## src/rtl/prio_scan_pkg.sv

```systemverilog
// Shared types and helpers for the sequential priority scan encoder.
package prio_scan_pkg;

  typedef enum logic {
    IDLE = 1'b0,
    SCAN = 1'b1
  } state_e;

  // Widest vector the helper below accepts; callers zero-extend into it.
  localparam int MAX_VEC_W = 1024;

  function automatic int idx_w(input int width);
    return (width <= 2) ? 1 : $clog2(width);
  endfunction

  function automatic logic onehot_or_zero(input logic [MAX_VEC_W-1:0] vec);
    return ((vec & (vec - MAX_VEC_W'(1))) == '0);
  endfunction

endpackage

```

## src/rtl/prio_find_first.sv

```systemverilog
// Combinational priority pick: index of the highest (MSB_FIRST=1) or lowest set bit.
module prio_find_first
  import prio_scan_pkg::*;
#(
  parameter int WIDTH     = 8,
  parameter bit MSB_FIRST = 1'b1,
  parameter int IDX_W     = idx_w(WIDTH)
) (
  input  logic [WIDTH-1:0] vec,
  output logic [IDX_W-1:0] idx,
  output logic             found
);

  // Later loop iterations overwrite earlier ones, so scan toward the winning end.
  always_comb begin
    idx   = '0;
    found = 1'b0;
    if (MSB_FIRST) begin
      for (int i = 0; i < WIDTH; i++) begin
        if (vec[i]) begin
          idx   = IDX_W'(i);
          found = 1'b1;
        end
      end
    end else begin
      for (int i = WIDTH - 1; i >= 0; i--) begin
        if (vec[i]) begin
          idx   = IDX_W'(i);
          found = 1'b1;
        end
      end
    end
  end

endmodule

```

## src/rtl/prio_scan_encoder.sv

```systemverilog
// Captures a request vector and emits the index of each set bit, one beat per cycle.
// Optional flush input enabled by defining PRIO_SCAN_FLUSH_EN.
module prio_scan_encoder
  import prio_scan_pkg::*;
#(
  parameter int WIDTH     = 8,
  parameter int IDX_W     = $clog2(WIDTH),
  parameter bit MSB_FIRST = 1'b1
) (
  input  logic             clk,
  input  logic             rst,
`ifdef PRIO_SCAN_FLUSH_EN
  input  logic             flush,
`endif
  input  logic             in_valid,
  output logic             in_ready,
  input  logic [WIDTH-1:0] in_vec,
  output logic             out_valid,
  input  logic             out_ready,
  output logic [IDX_W-1:0] out_idx,
  output logic             out_last,
  output logic             zero_seen
);

  state_e           state_q, state_d;
  logic [WIDTH-1:0] pending_q, pending_d;
  logic             zero_seen_q, zero_seen_d;
  logic [IDX_W-1:0] pick_idx;
  logic             pick_found;

  prio_find_first #(
    .WIDTH     (WIDTH),
    .MSB_FIRST (MSB_FIRST),
    .IDX_W     (IDX_W)
  ) u_find (
    .vec   (pending_q),
    .idx   (pick_idx),
    .found (pick_found)
  );

  assign in_ready  = (state_q == IDLE) && !rst;
  assign out_valid = (state_q == SCAN);
  assign out_idx   = pick_idx;
  // pending is zero outside SCAN, which would otherwise read as "last".
  assign out_last  = (state_q == SCAN) && onehot_or_zero(MAX_VEC_W'(pending_q));
  assign zero_seen = zero_seen_q;

  always_comb begin
    state_d     = state_q;
    pending_d   = pending_q;
    zero_seen_d = 1'b0;
    if (state_q == IDLE) begin
      if (in_valid) begin
        if (|in_vec) begin
          pending_d = in_vec;
          state_d   = SCAN;
        end else begin
          zero_seen_d = 1'b1;
        end
      end
    end else begin
      if (out_ready && pick_found) begin
        pending_d = pending_q & ~(WIDTH'(1) << pick_idx);
        if (out_last) state_d = IDLE;
      end
`ifdef PRIO_SCAN_FLUSH_EN
      if (flush) begin
        pending_d = '0;
        state_d   = IDLE;
      end
`endif
    end
  end

  always_ff @(posedge clk) begin
    if (rst) begin
      state_q     <= IDLE;
      pending_q   <= '0;
      zero_seen_q <= 1'b0;
    end else begin
      state_q     <= state_d;
      pending_q   <= pending_d;
      zero_seen_q <= zero_seen_d;
    end
  end

endmodule

```

## config.mk

```make
export PLATFORM = sky130hd
export DESIGN_NAME = prio_scan_encoder
export DESIGN_NICKNAME = d
export VERILOG_FILES = /design/src/rtl/prio_scan_pkg.sv /design/src/rtl/prio_find_first.sv /design/src/rtl/prio_scan_encoder.sv
export SDC_FILE = /design/constraint.sdc
export NUM_CORES = 1
export LEC_CHECK = 0
export ABC_AREA = 1
export CAP_MARGIN = 20
export CORE_MARGIN = 3
export CORE_UTILIZATION = 50
export DETAILED_ROUTE_END_ITERATION = 12
export PLACE_DENSITY = 0.92
export SLEW_MARGIN = 0
export SYNTH_ARGS = -nofsm -noshare
export SYNTH_HDL_FRONTEND = slang
export SYNTH_HIERARCHICAL = 1
export SYNTH_SLANG_ARGS = --single-unit
```

## constraint.sdc

```tcl
create_clock -name clk -period 2.9 [get_ports clk]
set_input_delay 0.58 -clock clk [delete_from_list [all_inputs] [get_ports clk]]
set_output_delay 0.58 -clock clk [all_outputs]
set_load 0.01 [all_outputs]
```

==> impl.org <==
** Run status
- Run status :: finished, final reports clean

** Power
- Max VDD drop :: 0.000257 V
- Leakage :: 0.439 nW
- Dividing total power by cell area gives a power density of 436 nW/um^2.
- Total power :: 0.413 mW
- Summed over all nets, the switching power comes to 0.146 mW.
- Of the total power, the share spent switching nets is 0.354.
- Of the total power, combinational logic draws 0.390.
- Internal power :: 0.267 mW
- Of the total power, registers draw 0.386.
- The share of total power dissipated in the clock network is 0.223.

** Final layout
- Leaving out fill and tap cells, the most frequent cell in the layout is sky130_fd_sc_hd__nand2_1.
- Non-Filler Cell Area, Final :: 948 um^2
- In the final layout, the share of cells above drive strength 1 is 0.0612.
- The repair_antennas step left the layout with diodes totalling 0.
- Top library cells by usage in the layout, fill and taps aside :: sky130_fd_sc_hd__nand2_1 (43), sky130_fd_sc_hd__nor2_1 (18), sky130_fd_sc_hd__clkdlybuf4s50_1 (18)
- # nets final :: 161
- The area growth from synthesis to layout is 30.9%.
- Post-route insts no fill :: 162

** Drt
- After detailed routing, the number of remaining DRC violations is 0.
- The detail route stage leaves a number of antenna-violating nets equal to 0.
- Post-detailed-route via-to-cell ratio :: 5.25
- The final layout contains routed wiring with a total length of 1.75 mm.
- Drt first pass iters :: 4
- The final route contains 850 vias.
- Drt first-iter violations :: 19
- Routed length per placed instance :: 10.8 um

** Floorplan
- Horizontal extent of the die :: 44.1 um
- Initial standard-cell utilization of the core :: 0.543
- After floorplanning, the core was sized to cover 1330 um^2.
- 19 I/O pins were placed.
- The floorplan step set the die height to 44.1 um.
- The initialized floorplan defines 13 standard-cell rows.
- Overall die area :: 1940 um^2

** Clocking
- The clock reaches the later pin of the worst-skew pair after 260 ps.
- After clock tree synthesis, the repair step resized 0 gates.
- Post-cts hold buffer count :: 0
- Buffers inserted during post-CTS setup optimization :: 0
- CTS clk-pin slew, worst paths :: 60 ps
- TritonCTS built the clock tree.
- Number of clock sinks seen by CTS :: 10
- The cell sitting at the root of the clock tree is a sky130_fd_sc_hd__clkbuf_4.
- In this run the number of H-tree levels came out at 1.
- Number of clock buffers inserted by TritonCTS :: 3
- Clk buf depth :: 2

** Min path
- The min-delay analysis places its worst path in the category flop to flop.

** Worst setup path
- Along the worst path, the maximum fanout reaches 10.
- Max incr delay on CP :: 570 ps
- At the worst endpoint, the required time is 2320 ps.
- Series of cell instances along the critical path :: clkdlybuf4s50_1, nor2_2, clkdlybuf4s50_1
- Data arrives at the worst endpoint at 1880 ps.
- CP max-delay cell :: sky130_fd_sc_hd__clkdlybuf4s50_1
- Most prevalent standard cell on the critical path :: sky130_fd_sc_hd__clkdlybuf4s50_1
- The critical path is of the input pin to output pin type.
- STA classifies the critical path startpoint as an input pin.
- STA classifies the critical path endpoint as an output pin.

** Synth
- The number of nets in the synthesized netlist is 138.
- Count of synthesis-stage warnings from yosys :: 6
- The synthesized design spends more area on one cell type than any other, namely sky130_fd_sc_hd__dfxtp_1.
- Cells after Synth :: 126
- Fraction of post-synthesis cell area in the top cell type by area :: 0.276
- The cell area that synthesis handed to floorplanning was 724 um^2.
- Average cell area after synthesis :: 5.75 um^2
- Count of cell types in the netlist :: 18
- Dominant cells by area after synthesis :: sky130_fd_sc_hd__dfxtp_1 (28%), sky130_fd_sc_hd__nand2_1 (22%), sky130_fd_sc_hd__nor2_1 (9.3%)
- Of the synthesized area, sequential elements account for 0.276.
- In this run, synthesis produced a sequential element count of 10.

** Timing
- Based on the critical path, the design can be clocked at up to 0.406 GHz.
- Hold slack final :: 553 ps
- Pins over their slew limit :: 0
- Slew at the pin with the worst max-slew slack :: 324 ps
- Of the available clock period, the critical path in the final layout requires 0.849.
- Subtracting the final worst setup slack from the clock period gives 2460 ps.
- Setup violations remaining at the end of the flow were counted as 0.
- Unrepaired setup endpoints after global routing :: no
- Relative slew slack :: 0.784
- Setup Total Neg Slack :: 0 ps
- The count of endpoints failing hold in the final timing report was 0.
- Clock skew on the completed layout was measured at 1.27 ps.

** Global route
- Fraction of met2 tracks used by global routing :: 0.369
- Combined global-route utilization of all metal layers :: 0.215
- Number of antenna violations at the first check in global routing :: 0
- Met3 track utilization from global routing :: 0.0528
- The number of global-route vias before repair was 777.
- Entering global routing, the biggest net connects 11 pins.
- Met1 capacity usage during global routing :: 0.250
- The first global-routing pass estimated 3.13 mm of wire.
- Residual overflow from global routing :: 0
- After global routing, the most crowded layer is met2.

** Placement
- Input and output buffers added on the ports amount to 18.
- Routability-driven placement finished with a final weighted congestion of 0.911.
- Total placed instance area :: 926 um^2
- After detailed placement, the design holds a cell count of 159.
- After legalization and detailed placement, the total HPWL measured 1.41 mm.

** Run
- Number of maximum-capacitance violations :: 0
## state kept, by name, indices dropped and copies added, names as in the netlist
register   flops
zero_seen      1
pending_q      8
out_valid      1
## final cells by class
type                            instances  area, um^2
Clock buffer                            3        22.5
Fill cell                             112         385
Inverter                               18        67.6
Multi-Input combinational cell         97         452
Sequential cell                        10         200
Tap cell                               15        18.8
Timing Repair Buffer                   19         188
## metal layers
metal,part of all wire,wire length [um]
met5,0,0
met4,0.017,30
met3,0.049,86
met2,0.50,867
met1,0.44,766
## worst paths after layout
check                                               start                   endpoint  slack (ps)  cells past startpoint
worst max-delay path                                  rst                   in_ready         440                      3
worst min register to register  pending_q[3]$_SDFFE_PP0P_  pending_q[3]$_SDFFE_PP0P_         550                      2
worst min-delay path            pending_q[3]$_SDFFE_PP0P_  pending_q[3]$_SDFFE_PP0P_         550                      2
worst max register to register  pending_q[1]$_SDFFE_PP0P_  pending_q[1]$_SDFFE_PP0P_        1380                     11
## metrics by stage
step	util	worst slack [ps]
5_1_grt	0.711	356
2_1_floorplan	-	1320
4_1_cts	0.711	444
3_5_place_dp	0.694	451
3_3_place_gp	0.694	456
6_report	0.711	439
## Yosys cell counts, drive strengths merged
cell type,instances
nand2,44
nor2,19
inv,18
dfxtp,10
nor3,8
o21ai,8
nand3b,7
nand3,6
a21oi,2
and2,1
buf,1
nand4,1
o22ai,1
## critical path, delay by kind of cell
| kind | cells | cell delay (ps) |
|---|---|---|
| simple gates | 1 | 180 |
| buf+inv | 2 | 1130 |
## power groups by stage
stage | Sequential, mW | Combinational (mW) | Clock [mW]
2_1_floorplan | 0.159 | 0.0984 | 0
3_3_place_gp | 0.162 | 0.155 | 0
3_5_place_dp | 0.162 | 0.160 | 0
4_1_cts | 0.159 | 0.160 | 0.0914
5_1_grt | 0.161 | 0.182 | 0.102
6_report | 0.160 | 0.161 | 0.0923
## cell families after synthesis
family / synth area share
buffers and inverters: 0.100
and+or+nand+nor: 0.546
AOI/OAI and AO/OA: 0.0777
DFF: 0.276
Note: power is estimated with default switching activity, not from simulation.
